## config.mk

```make
export PLATFORM = sky130hd
export DESIGN_NAME = cba_operand_sequencer_flat
export DESIGN_NICKNAME = d
export VERILOG_FILES = /design/src/rtl/cba_operand_sequencer_if.sv /design/src/rtl/cba_operand_sequencer.sv /design/src/flat_wrapper.sv
export SDC_FILE = /design/constraint.sdc
export NUM_CORES = 1
export LEC_CHECK = 0
export CAP_MARGIN = 20
export CORE_AREA = 2 2 201 203
export DETAILED_ROUTE_END_ITERATION = 10
export DIE_AREA = 0 0 203 205
export PLACE_DENSITY_LB_ADDON = 0.15
export RECOVER_POWER = 50
export SLEW_MARGIN = 20
export SYNTH_ARGS = -nofsm -noshare
export SYNTH_HDL_FRONTEND = slang
export SYNTH_SLANG_ARGS = --single-unit
```

## constraint.sdc

```tcl
create_clock -name clk -period 3.25 [get_ports clk]
set_clock_uncertainty 0.05 [all_clocks]
set_input_delay 0.8125 -clock clk [delete_from_list [all_inputs] [get_ports clk]]
set_output_delay 0.8125 -clock clk [all_outputs]
set_load 0.1 [all_outputs]
```

## src/rtl/cba_operand_sequencer_if.sv

```systemverilog
// Bundle of signals between the operand sequencer, its word streams and the external carry-bypass adder.
// The master side is the sequencer; the slave side is the stream/adder environment.
interface cba_operand_sequencer_if #(
  parameter int K = 32,
  parameter int W = 32
);
  localparam int N = 4 * K;

  // input word stream
  logic         in_valid;
  logic         in_ready;
  logic [W-1:0] in_data;
  logic         in_cin;

  // adder side
  logic [N-1:0] add_a;
  logic [N-1:0] add_b;
  logic         add_cin;
  logic [N-1:0] add_sum;
  logic [K-1:0] add_cout;

  // result word stream
  logic         out_valid;
  logic         out_ready;
  logic [W-1:0] out_data;
  logic         out_last;
  logic         out_cout;
  logic [K-1:0] out_gcout;
  logic         busy;

  modport master (
    input  in_valid, in_data, in_cin, add_sum, add_cout, out_ready,
    output in_ready, add_a, add_b, add_cin,
           out_valid, out_data, out_last, out_cout, out_gcout, busy
  );

  modport slave (
    output in_valid, in_data, in_cin, add_sum, add_cout, out_ready,
    input  in_ready, add_a, add_b, add_cin,
           out_valid, out_data, out_last, out_cout, out_gcout, busy
  );
endinterface

```

## src/rtl/cba_operand_sequencer.sv

```systemverilog
// Loads two N-bit operands over a W-bit stream, holds them on the carry-bypass adder for a
// fixed settle interval, captures sum/group carries and streams the result back out.
module cba_operand_sequencer #(
  parameter int K      = 32,
  parameter int W      = 32,
  parameter int SETTLE = 4
) (
  input  logic                    clk,
  input  logic                    rst_n,
  cba_operand_sequencer_if.master bus
);
  localparam int N     = 4 * K;
  localparam int BEATS = N / W;
  localparam int BW    = (BEATS > 1) ? $clog2(BEATS) : 1;
  localparam int SW    = (SETTLE > 0) ? $clog2(SETTLE + 1) : 1;
  localparam logic [BW-1:0] LAST_BEAT  = BW'(BEATS - 1);
  localparam logic [SW-1:0] SETTLE_END = SW'(SETTLE);

  if ((N % W) != 0 || SETTLE < 0) begin : g_bad_params
    $error("cba_operand_sequencer: N must be a multiple of W and SETTLE >= 0");
  end

  typedef enum logic [2:0] {
    S_LOAD_A  = 3'd0,
    S_LOAD_B  = 3'd1,
    S_SETTLE  = 3'd2,
    S_CAPTURE = 3'd3,
    S_DRAIN   = 3'd4
  } state_e;

  state_e        state_q,  state_d;
  logic [BW-1:0] beat_q,   beat_d;
  logic [SW-1:0] settle_q, settle_d;
  logic [N-1:0]  a_q,      a_d;
  logic [N-1:0]  b_q,      b_d;
  logic          cin_q,    cin_d;
  logic [N-1:0]  res_q,    res_d;
  logic [K-1:0]  gcout_q,  gcout_d;

  logic in_ready, out_valid, out_last, in_xfer, out_xfer;

  // in_ready is gated by rst_n so the stream sees the block as closed while reset is held.
  assign in_ready  = rst_n & ((state_q == S_LOAD_A) | (state_q == S_LOAD_B));
  assign out_valid = (state_q == S_DRAIN);
  assign out_last  = out_valid & (beat_q == LAST_BEAT);
  assign in_xfer   = bus.in_valid & in_ready;
  assign out_xfer  = out_valid & bus.out_ready;

  always_comb begin
    state_d  = state_q;
    beat_d   = beat_q;
    settle_d = settle_q;
    a_d      = a_q;
    b_d      = b_q;
    cin_d    = cin_q;
    res_d    = res_q;
    gcout_d  = gcout_q;
    case (state_q)
      S_LOAD_A: begin
        if (in_xfer) begin
          a_d[beat_q*W +: W] = bus.in_data;
          if (beat_q == LAST_BEAT) begin
            beat_d  = '0;
            state_d = S_LOAD_B;
          end else begin
            beat_d = beat_q + 1'b1;
          end
        end
      end
      S_LOAD_B: begin
        if (in_xfer) begin
          b_d[beat_q*W +: W] = bus.in_data;
          if (beat_q == LAST_BEAT) begin
            beat_d   = '0;
            cin_d    = bus.in_cin;
            settle_d = '0;
            state_d  = S_SETTLE;
          end else begin
            beat_d = beat_q + 1'b1;
          end
        end
      end
      // Adder inputs are untouched here; the counter only measures the ripple/bypass delay.
      S_SETTLE: begin
        if (settle_q == SETTLE_END) state_d = S_CAPTURE;
        else                        settle_d = settle_q + 1'b1;
      end
      S_CAPTURE: begin
        res_d   = bus.add_sum;
        gcout_d = bus.add_cout;
        beat_d  = '0;
        state_d = S_DRAIN;
      end
      S_DRAIN: begin
        if (out_xfer) begin
          if (beat_q == LAST_BEAT) begin
            beat_d  = '0;
            state_d = S_LOAD_A;
          end else begin
            beat_d = beat_q + 1'b1;
          end
        end
      end
      default: begin
        beat_d  = '0;
        state_d = S_LOAD_A;
      end
    endcase
  end

  always_ff @(posedge clk or negedge rst_n) begin
    if (!rst_n) begin
      state_q  <= S_LOAD_A;
      beat_q   <= '0;
      settle_q <= '0;
      a_q      <= '0;
      b_q      <= '0;
      cin_q    <= 1'b0;
      res_q    <= '0;
      gcout_q  <= '0;
    end else begin
      state_q  <= state_d;
      beat_q   <= beat_d;
      settle_q <= settle_d;
      a_q      <= a_d;
      b_q      <= b_d;
      cin_q    <= cin_d;
      res_q    <= res_d;
      gcout_q  <= gcout_d;
    end
  end

  assign bus.in_ready  = in_ready;
  assign bus.add_a     = a_q;
  assign bus.add_b     = b_q;
  assign bus.add_cin   = cin_q;
  assign bus.out_valid = out_valid;
  assign bus.out_data  = out_valid ? res_q[beat_q*W +: W] : '0;
  assign bus.out_last  = out_last;
  assign bus.out_cout  = gcout_q[K-1] & out_last;
  assign bus.out_gcout = gcout_q;
  assign bus.busy      = !((state_q == S_LOAD_A) && (beat_q == '0));

  a_no_overlap: assert property (@(posedge clk) disable iff (!rst_n)
    !(in_ready && out_valid));
  a_drain_hold: assert property (@(posedge clk) disable iff (!rst_n)
    (out_valid && !bus.out_ready) |=> (out_valid && $stable(bus.out_data) && $stable(out_last)));
endmodule

```

## src/flat_wrapper.sv

```systemverilog
// flat-port wrapper written by rule: the top's interface ports become plain ports
module cba_operand_sequencer_flat 
#(
  parameter int K      = 32,
  parameter int W      = 32,
  parameter int SETTLE = 4
)
  (clk, rst_n, bus_in_valid, bus_in_data, bus_in_cin, bus_add_sum, bus_add_cout, bus_out_ready, bus_in_ready, bus_add_a, bus_add_b, bus_add_cin, bus_out_valid, bus_out_data, bus_out_last, bus_out_cout, bus_out_gcout, bus_busy);
  cba_operand_sequencer_if #(.K(K), .W(W)) bus_i ();
  input  logic clk;
  input  logic rst_n;
  input wire logic [$bits(bus_i.in_valid)-1:0] bus_in_valid;
  input wire logic [$bits(bus_i.in_data)-1:0] bus_in_data;
  input wire logic [$bits(bus_i.in_cin)-1:0] bus_in_cin;
  input wire logic [$bits(bus_i.add_sum)-1:0] bus_add_sum;
  input wire logic [$bits(bus_i.add_cout)-1:0] bus_add_cout;
  input wire logic [$bits(bus_i.out_ready)-1:0] bus_out_ready;
  output wire logic [$bits(bus_i.in_ready)-1:0] bus_in_ready;
  output wire logic [$bits(bus_i.add_a)-1:0] bus_add_a;
  output wire logic [$bits(bus_i.add_b)-1:0] bus_add_b;
  output wire logic [$bits(bus_i.add_cin)-1:0] bus_add_cin;
  output wire logic [$bits(bus_i.out_valid)-1:0] bus_out_valid;
  output wire logic [$bits(bus_i.out_data)-1:0] bus_out_data;
  output wire logic [$bits(bus_i.out_last)-1:0] bus_out_last;
  output wire logic [$bits(bus_i.out_cout)-1:0] bus_out_cout;
  output wire logic [$bits(bus_i.out_gcout)-1:0] bus_out_gcout;
  output wire logic [$bits(bus_i.busy)-1:0] bus_busy;
  assign bus_i.in_valid = bus_in_valid;
  assign bus_i.in_data = bus_in_data;
  assign bus_i.in_cin = bus_in_cin;
  assign bus_i.add_sum = bus_add_sum;
  assign bus_i.add_cout = bus_add_cout;
  assign bus_i.out_ready = bus_out_ready;
  assign bus_in_ready = bus_i.in_ready;
  assign bus_add_a = bus_i.add_a;
  assign bus_add_b = bus_i.add_b;
  assign bus_add_cin = bus_i.add_cin;
  assign bus_out_valid = bus_i.out_valid;
  assign bus_out_data = bus_i.out_data;
  assign bus_out_last = bus_i.out_last;
  assign bus_out_cout = bus_i.out_cout;
  assign bus_out_gcout = bus_i.out_gcout;
  assign bus_busy = bus_i.busy;
  cba_operand_sequencer #(.K(K), .W(W), .SETTLE(SETTLE)) u_core (.clk(clk), .rst_n(rst_n), .bus(bus_i));
endmodule
```

Word level (Yosys, flattened, before mapping)
Cells that the tools add are included.
{ "word_totals": {"romBits": 0, "memories": 0, "latchBits": 0, "reg_bits": 425, "input_bits": 197, "output_inout_bits": 326, "ram_bits": 0} }
{ "op_classes": {"magnitude_cmp": 0, "mux": 18, "bitwise_logic": 7, "n_addsub": 3, "n_shift": 3, "mul": 0, "div": 0, "n_eq_ne": 15, "n_reduce_logical": 12} }
{ "op_table": {"columns": ["cell", "count"], "rows": [
  ["$bwmux 128", 2],
  ["$shift 32x34->128 const A", 1],
  ["$shiftx 128x8->32", 1],
  ["$shiftx 32x34->128", 1],
  ["$neg 7->34", 1],
  ["$mux 32", 1],
  ["$mux 3", 9],
  ["$pmux 3 s5", 1],
  ["$ne 2x2->1 const B", 5],
  ["$ne 2x1->1 const B", 4],
  ["$reduce_and 7->1", 1],
  ["$eq 3x2->1 const B", 2],
  ["$eq 3x3->1 const B", 2],
  ["$mux 2", 3],
  ["$pmux 2 s3", 1],
  ["$pmux 3 s2", 1],
  ["$reduce_and 3->1", 2],
  ["$and 1x1->1", 5],
  ["$reduce_and 2->1", 2],
  ["$reduce_and 4->1", 1],
  ["$add 3x1->3 const B", 1],
  ["$eq 3x1->1 const B", 1],
  ["$logic_not 3->1", 1],
  ["$add 2x1->2 const B", 1],
  ["other kinds (8)", 8]
]} }

Depth between registers and ports, before layout
Gate-level depths: netlist (run 1).
{ "logic_depth": {"depth_word": 6, "ltp_mapped": 9, "ltp_nobuf": 6} }

Worst setup path before layout (run 1)
No wires, ideal clock.
{ "synth_path": {"kind": "flip-flop to output port", "from": "reg u_core.state_q[1]", "to": "out bus_out_data[10]", "n_path_buf": 3, "path_slack_ns": -0.183, "arrival_ns": 2.571, "stages_incl_launch_ff": 6, "required_time_ns": 2.388, "cell_sequence": "dfrtp_1 > buf_4 > or3b_1 > buf_2 > clkbuf_1 > nor2b_1"} }
{ "synth_between": {"elab_chain_len": 2} }
{ "synth_lines": {"columns": ["element", "line", "rtl"], "rows": [
  ["from (decl)", "cba_operand_sequencer.sv:31", "state_e state_q, state_d;"],
  ["from (signal assigned)", "cba_operand_sequencer.sv:122", "state_q <= state_d;"],
  ["$eq 3x3->1", "cba_operand_sequencer.sv:44", "assign out_valid = (state_q == S_DRAIN);"],
  ["$mux 32", "cba_operand_sequencer.sv:138", "assign bus.out_data = out_valid ? res_q[beat_q*W +: W] : '0;"],
  ["to (decl)", "flat_wrapper.sv:23", "output wire logic [$bits(bus_i.out_data)-1:0] bus_out_data;"]
]} }
Every way passes these cells.

Worst setup path after layout (run 1)
{ "layout_path": {"from": "reg u_core.state_q[1]", "to": "out bus_out_data[22]"} }
The elaborated chain is that of the path after synthesis.

==> results of run 1 <==
==> worst max-delay path, delay by kind of cell, from the launching register on <==
kind,cells,cell delay [ps]
flip-flops,1,500
buffers and inverters,2,510
AND/OR/NAND/NOR,2,710
==> synthesized netlist by cell type (all sizes together), types with 2 or more instances <==
library cell and n:
a22o 32, and2 3, and3 4, buf 61, clkbuf 52, dfrtp 425
ha 7, inv 69, mux2 162, mux4 32, nand2 263, nand2b 2
nand3 75, nor2 3, nor2b 33, nor3b 5, o21ai 228, o31ai 33
==> per-layer routing <==
metal	up-vias	global-route usage [%]	wire, µm
li1	6131	-	-
met4	6	11.89	2248
met3	114	7.620	4405
met5	-	0	38
met1	6488	32.05	21470
met2	501	38.97	24600
==> through the flow <==
step / hold slack [ps] / cells / setup slack, ps
after floorplan: 407.2 / 1502 / -183.4
after detailed placement: 421.3 / 2462 / 455.4
after global placement: 411.7 / 2462 / 459.6
final: 38.46 / 2552 / 95.06
after global routing: 21.55 / 2551 / -9.205
after CTS: 12.46 / 2545 / 17.46
==> final timing paths <==
check                                          start               endpoint  slack (ps)  cells after the start
worst max-delay path               u_core.state_q[1]       bus_out_data[22]         100                      4
worst min register to register  u_core.bus.add_a[50]   u_core.bus.add_a[50]         430                      2
max in group asynchronous                      rst_n   u_core.bus.add_b[53]         950                      2
worst max register to register      u_core.beat_q[1]   u_core.bus.add_a[65]         880                      7
worst min-delay path                           rst_n  u_core.bus.add_b[115]          40                      1
min in group clk                u_core.bus.add_a[50]   u_core.bus.add_a[50]         430                      2
==> final cells by class <==
class | count | area [µm²] | share of cell area [%]
multi-input cells | 895 | 6180 | 25.24
inverters | 69 | 259.0 | 1.058
clock inverters | 17 | 191.4 | 0.7820
well taps | 525 | 656.9 | 2.683
repair buffers | 551 | 5236 | 21.39
clock buffers | 64 | 1300 | 5.311
diodes | 6 | 15.01 | 0.06133
flip-flops and latches | 425 | 10640 | 43.47
==> state kept, by name, indices dropped and copies added (netlist names) <==
name / count
u_core.beat_q: 2
u_core.bus.add_a: 128
u_core.bus.add_b: 128
u_core.bus.add_cin: 1
u_core.bus.out_gcout: 32
u_core.res_q: 128
u_core.settle_q: 3
u_core.state_q: 3
==> what timing repair did <==
action,4_1_cts,5_1_grt
setup endpoints to repair,27,23
cloned,0,0
hold endpoints to repair,0,0
buffers inserted,2,0
gates resized for setup,2,5
==> cell families (layout without fill, tap and decap cells) <==
group / after synthesis / after routing / synth area share, %
and+or+nand+nor: 397 / 397 / 10.19
adders and majority gates: 7 / 7 / 0.4973
DFF: 425 / 425 / 60.40
other: 0 / 6 / 0
buffers and inverters: 182 / 701 / 4.760
xor gates and xnor gates: 1 / 1 / 0.04975
muxes: 195 / 195 / 14.53
AOI/OAI and AO/OA: 295 / 295 / 9.578
==> flow_results.org, run 1 <==
** Logic synthesis
- Counting every instance in the synthesized netlist gives around 1.5k.
- Yosys Warn Count :: 0
- Avg Inst Size Synth :: 11.72 µm²
- Synth Register Bits :: 425
- The number of nets handed over by synthesis was roughly 1.7k.
- After synthesis, the cell types taking the most area are sky130_fd_sc_hd__dfrtp_1 60%, sky130_fd_sc_hd__mux2_2 10%, sky130_fd_sc_hd__nand2_1 5.6%, sky130_fd_sc_hd__o21ai_0 5.2%, sky130_fd_sc_hd__mux4_2 4.1%.
- Count of flip-flops with a built-in enable after synthesis :: 0
- Number of distinct library cells after synthesis :: between 40 and 50
- Of all cell types, the one taking the most synthesized area is sky130_fd_sc_hd__dfrtp_1.
- Portion of the post-synthesis area used by sequential elements :: 60.40%
- Share of synthesized registers carrying an async set or reset :: 100.0%
- Among all flip-flop cells after synthesis, the most frequent one is sky130_fd_sc_hd__dfrtp_1.
- Post-Syn Area :: 0.01761 mm²
- The synthesized design devotes to its leading area cell type 60.40% of total area.

** Job
- Across the run, the number of max-cap violations was 1.

** STA
- Subtracting the final worst setup slack from the clock period gives 3155 ps.
- Highest achievable clock rate :: 317.0 MHz
- The max-slew violation count came to 39.
- In this run the tightest slew margin relative to its limit is -35.39%.
- For the pin with the worst max-slew slack, the measured transition is 2031 ps.
- Count of endpoints failing hold in the final timing report :: 0
- Setup violations remaining at the end of the flow were counted as 0.
- Setup TNS :: 0 ps
- The final critical path takes up 97.08% of the cycle.
- Setup repair after global routing could not meet its margin everywhere.

** Final layout
- Synthesis-to-finish area growth :: 39.02%
- At the end of the flow the core is filled with cells to 62.18%.
- Of the cells placed in the final design, the portion with a size suffix greater than 1 is about a third.
- At the end of the flow, the number of nets in the layout was ~2.2k.
- Leaving out fill and tap cells, the most frequent cell in the layout is sky130_fd_sc_hd__dfrtp_1.
- Commonest non-fill, non-tap cells in the layout :: 422 x sky130_fd_sc_hd__dfrtp_1, 306 x sky130_fd_sc_hd__buf_4, 263 x sky130_fd_sc_hd__nand2_1, 195 x sky130_fd_sc_hd__clkdlybuf4s50_1, 184 x sky130_fd_sc_hd__o21ai_0
- Filler cells :: approximately 3.2k
- With fillers left out, the area of the finished cells amounts to 0.02448 mm².

** Placement
- HPWL after detailed placement :: around 36000 µm
- Once placement finished, the instance area stood at approximately 0.023 mm².
- At the end of routability-driven placement, the weighted congestion stood at 0.8586.
- Port buffering added around 520 buffers.

** Status
- Status :: finished, violations left
- Failing checks :: capacitance limit, slew limit

** GRT
- For this run the aggregate overflow at the end of global routing stands at 0.
- The number of global-route vias before repair was 13.28k.
- Global-route wire length before repair :: 79700 µm
- The initial antenna violation count is 8.
- Global routing consumed, over all layers together, 25.01% of the routing resources.
- Entering global routing, the biggest net connects roughly 190 pins.

** Critical path
- The critical path in this run is classified as reg2out.
- Required time of the critical path :: 2390 ps
- Slowest CP cell :: sky130_fd_sc_hd__dfrtp_1
- Data on the critical path arrives at its endpoint at 2290 ps.
- Kind of capture point of the worst setup path :: primary output
- Crit start category :: register
- The signal on the critical path passes through or3b_1 -> buf_4 -> nor2b_1 -> buf_12.
- The largest single stage delay on the critical path is approximately 500 ps.
- Of all nets on the critical path, the largest fanout is 35.

** Clock tree
- Clock-pin slew was measured on the worst setup and hold paths at 60 ps.
- CTS placed an instance of sky130_fd_sc_hd__clkbuf_16 at the clock tree root.
- CTS Buf Count :: 46
- No sink is reached through more buffers than the 3 on the longest clock path.
- H-tree depth :: 2
- Insertion delay of the later-clocked pin in the worst-skew pair :: 550 ps
- CTS tree :: yes
- The clock drives ~430 sinks.
- After clock tree synthesis, the flow added hold-fix buffers numbering 0.

** Route
- The detail route stage leaves a number of antenna-violating nets equal to 0.
- Vias per Instance :: ~5.2
- The final route contains 13.24k vias.
- Drt total wl :: 52760 µm
- After the first detailed-routing iteration, the DRC count stood at about 730.
- For this run, design rule violations remaining after detail routing come to 0.
- Routed wire per std cell :: 20.67 µm
- The pre-antenna-repair detailed-routing pass consisted of 5 iterations.

** Floorplanning
- From bottom edge to top edge, the die measures 205 µm.
- Total number of placement rows :: 73
- Floorplan die width :: 203 µm
- For this configuration, the core starts out at a cell density of 44.73%.
- The die covers 0.04162 mm².
- The total area inside the core boundary comes to 0.03937 mm².
- Number of top-level design ports :: 523

** Hold path
- The min-delay analysis places its worst path in the category in2async.
Power of run 1 is not shown: default switching activity piles up to over one toggle a cycle in this logic, so the estimate is an artifact.
==> inputs of run 2 (changes only) <==
--- a/config.mk
+++ b/config.mk
@@ -11,6 +11,7 @@
 export DIE_AREA = 0 0 203 205
 export PLACE_DENSITY_LB_ADDON = 0.15
 export RECOVER_POWER = 50
+export SKIP_LAST_GASP = 1
 export SLEW_MARGIN = 20
 export SYNTH_ARGS = -nofsm -noshare
 export SYNTH_HDL_FRONTEND = slang
==> results of run 2 <==
Same layout as run 1: the final DEF is identical, and so are final timing and power.
Power of run 2 is left out for the same reason.
==> inputs of run 3 (changes only) <==
--- a/config.mk
+++ b/config.mk
@@ -7,6 +7,7 @@
 export LEC_CHECK = 0
 export CAP_MARGIN = 20
 export CORE_AREA = 2 2 201 203
+export CTS_CLUSTER_SIZE = 14
 export DETAILED_ROUTE_END_ITERATION = 10
 export DIE_AREA = 0 0 203 205
 export PLACE_DENSITY_LB_ADDON = 0.15
==> run 3 against run 2 <==
The run still ends with capacitance limit, slew limit left. Register-to-register slack is essentially flat. Non-clock buffer count unchanged. Global-route usage hardly changed. Die area is the same. Utilization stayed put. First-iteration DRC count increased by 1.8%.
==> flow_results.org, run 3 (same netlist as run 1, synthesis figures left out) <==
** GRT
- The initial antenna violation count was 7 (-1).
- The total congestion overflow is 0 (unchanged).
- The all-layer global routing usage was 25.00% (about the same).
- Maximum number of pins on one net before global-route repair :: 191 (unchanged)
- The global-route wire length before repair was 79580 µm (-0.15%).
- Number of global-route vias before repair :: 13.23k (-0.37%)

** Floorplanning
- Die height :: 205 µm (unchanged)
- The die width is 203 µm (unchanged).
- The core area was 0.03937 mm² (unchanged).
- The starting utilization of the core area came to 44.73% (unchanged).
- Overall die area :: 0.04162 mm² (unchanged)
- Number of top-level design ports :: 523 (unchanged)
- Total number of placement rows :: 73 (unchanged)

** Route
- The initial DRC count was 742 (+1.8%).
- Final ANT Viol Nets :: 0 (unchanged)
- Routed wire per std cell :: 20.63 µm (-0.18%)
- Vias per Instance :: 5.209 (+0.41%)
- DRC violations left :: 0 (unchanged)
- Total via count after detailed routing :: 13.28k (+0.29%)
- Drt total wl :: 52600 µm (-0.30%)
- The length of the first detailed-routing pass in iterations is 5 (unchanged).

** Final layout
- Nets :: 2193 (+0.046%)
- Commonest non-fill, non-tap cells in the layout :: 422 x sky130_fd_sc_hd__dfrtp_1, 306 x sky130_fd_sc_hd__buf_4, 263 x sky130_fd_sc_hd__nand2_1, 195 x sky130_fd_sc_hd__clkdlybuf4s50_1, 184 x sky130_fd_sc_hd__o21ai_0
- The library cell used most frequently in the layout, excluding fill and tap cells, is sky130_fd_sc_hd__dfrtp_1.
- Synthesis-to-finish area growth :: 39.02% (unchanged)
- The fraction of final layout cells sized beyond drive strength 1 is 31.91% (+0.20 points).

** Critical path
- The maximum fanout along the worst path was 35 (unchanged).
- Launch point of the worst path :: u_core.state_q[1]
- The critical path in this run is classified as reg2out.
- Arr. time, crit path :: 2280 ps (about the same)
- The worst register-to-register path begins at u_core.beat_q[1].
- STA classifies the critical path endpoint as a primary output.
- End of the critical path :: bus_out_data[22]
- Crit start category :: register
- The worst-case reg-to-reg path depth is 7 (unchanged).
- Required time of the critical path :: 2390 ps (about the same)
- The endpoint identified for the worst register-to-register timing path is u_core.bus.add_a[65].
- The flop-to-flop setup slack is 890 ps (about the same).

** STA
- The worst-case headroom to the max-slew limit came to -35.51% (-0.13 points).
- RSZ-0062 raised after global routing :: true
- Count of endpoints failing hold in the final timing report :: 0 (unchanged)
- Minimum period implied by the final worst setup slack :: 3145 ps (-9.753 ps)
- Slew at the pin closest to its max-slew limit :: 2033 ps (+1.884 ps)
- The post-route worst setup slack was 104.8 ps (+9.753 ps).
- Final Cycle Share :: 96.78% (-0.30 points)
- The total of endpoints with negative setup slack in the final report was 0 (unchanged).
- Highest achievable clock rate :: 317.9 MHz (+0.31%)
- Number of pins exceeding their max-slew limit in the final report :: 39 (unchanged)

** Hold path
- Hold Path Class :: in2async

** Clock tree
- CTS max path bufs :: 3 (unchanged)
- CTS tree :: yes
- The clock latency on the worst-skew pair came to 550 ps (about the same).
- Hold buffer count at CTS :: 0 (unchanged)
- CTS Buf Count :: 47 (+2.2%)
- Clock transition at path regs :: 60 ps (about the same)
- H-tree depth :: 2 (unchanged)
- The root buffer cell chosen for the clock tree is sky130_fd_sc_hd__clkbuf_16.
- The number of clock sinks seen by CTS came to 425 (unchanged).

** Placement
- HPWL after detailed placement :: 36410 µm (unchanged)
- Total of buffers placed on input and output ports :: 522 (unchanged)
- Setup Slack @ Placement :: 455.4 ps (unchanged)
- The final estimated routing congestion in global placement was 0.8586 (unchanged).

** Status
- Failing checks :: capacitance limit, slew limit
- Status :: finished, violations left

** Job
- The number of violations of the max-capacitance limit is 1 (unchanged).
-- run 3: cell types whose count changed in the layout (fill, tap and decap cells not counted), sizes merged --
cell	before	now
buf	355	354
bufinv	4	2
clkbuf	65	68
diode	6	3
-- run 3: layer usage --
metal,wire (µm),GRT usage (%),vias up
met2,24760,39.03,488
met5,41,0,-
li1,-,-,6133
met4,2071,11.08,6
met3,4581,7.986,113
met1,21140,32.06,6538
-- run 3: area by class of cell --
type | instances | area [µm²]
diodes | 3 | 7.507
flip-flops and latches | 425 | 10640
fillers | 3185 | 14890
multi-input cells | 895 | 6182
clock buffers | 66 | 1380
repair buffers | 551 | 5221
clock inverters | 15 | 131.4
well taps | 525 | 656.9
inverters | 69 | 259.0
-- run 3: how the worst min path moves through the flow --
stage,startpoint,end,slack (ps),depth (start not counted)
2_1_floorplan,u_core.settle_q[2],u_core.settle_q[2],410,1
3_3_place_gp,u_core.bus.add_a[105],u_core.bus.add_a[105],410,2
3_5_place_dp,u_core.bus.add_a[21],u_core.bus.add_a[21],420,2
4_1_cts,rst_n,u_core.bus.add_b[115],6,1
5_1_grt,rst_n,u_core.beat_q[1],20,1
6_report,rst_n,u_core.bus.add_b[115],30,1
-- run 3: timing repair --
| action | CTS | global route |
|---|---|---|
| setup endpoints to repair | 27 | 24 |
| gates resized for setup | 2 | 6 |
| buffers inserted | 2 | 0 |
-- run 3: critical path, stage by stage, from the launching register on --
cell and delay, ps:
sky130_fd_sc_hd__dfrtp_1 500, sky130_fd_sc_hd__or3b_1 410, sky130_fd_sc_hd__buf_4 300, sky130_fd_sc_hd__nor2b_1 300
sky130_fd_sc_hd__buf_12 210
-- run 3: metrics by stage --
| stage | cells | utilization [%] | area [µm²] | hold WS [ps] | setup TNS [ps] |
|---|---|---|---|---|---|
| CTS | 2545 | 62.10 | 24450 | 6.270 | 0 |
| global placement | 2462 | 58.18 | 22900 | 411.7 | 0 |
| global route | 2548 | 62.18 | 24480 | 19.90 | -12.71 |
| detailed placement | 2462 | 58.18 | 22900 | 421.3 | 0 |
| floorplan | 1502 | - | 17610 | 407.2 | -5246 |
| finish | 2549 | 62.18 | 24480 | 34.33 | 0 |
Power of run 3 is left out for the same reason.
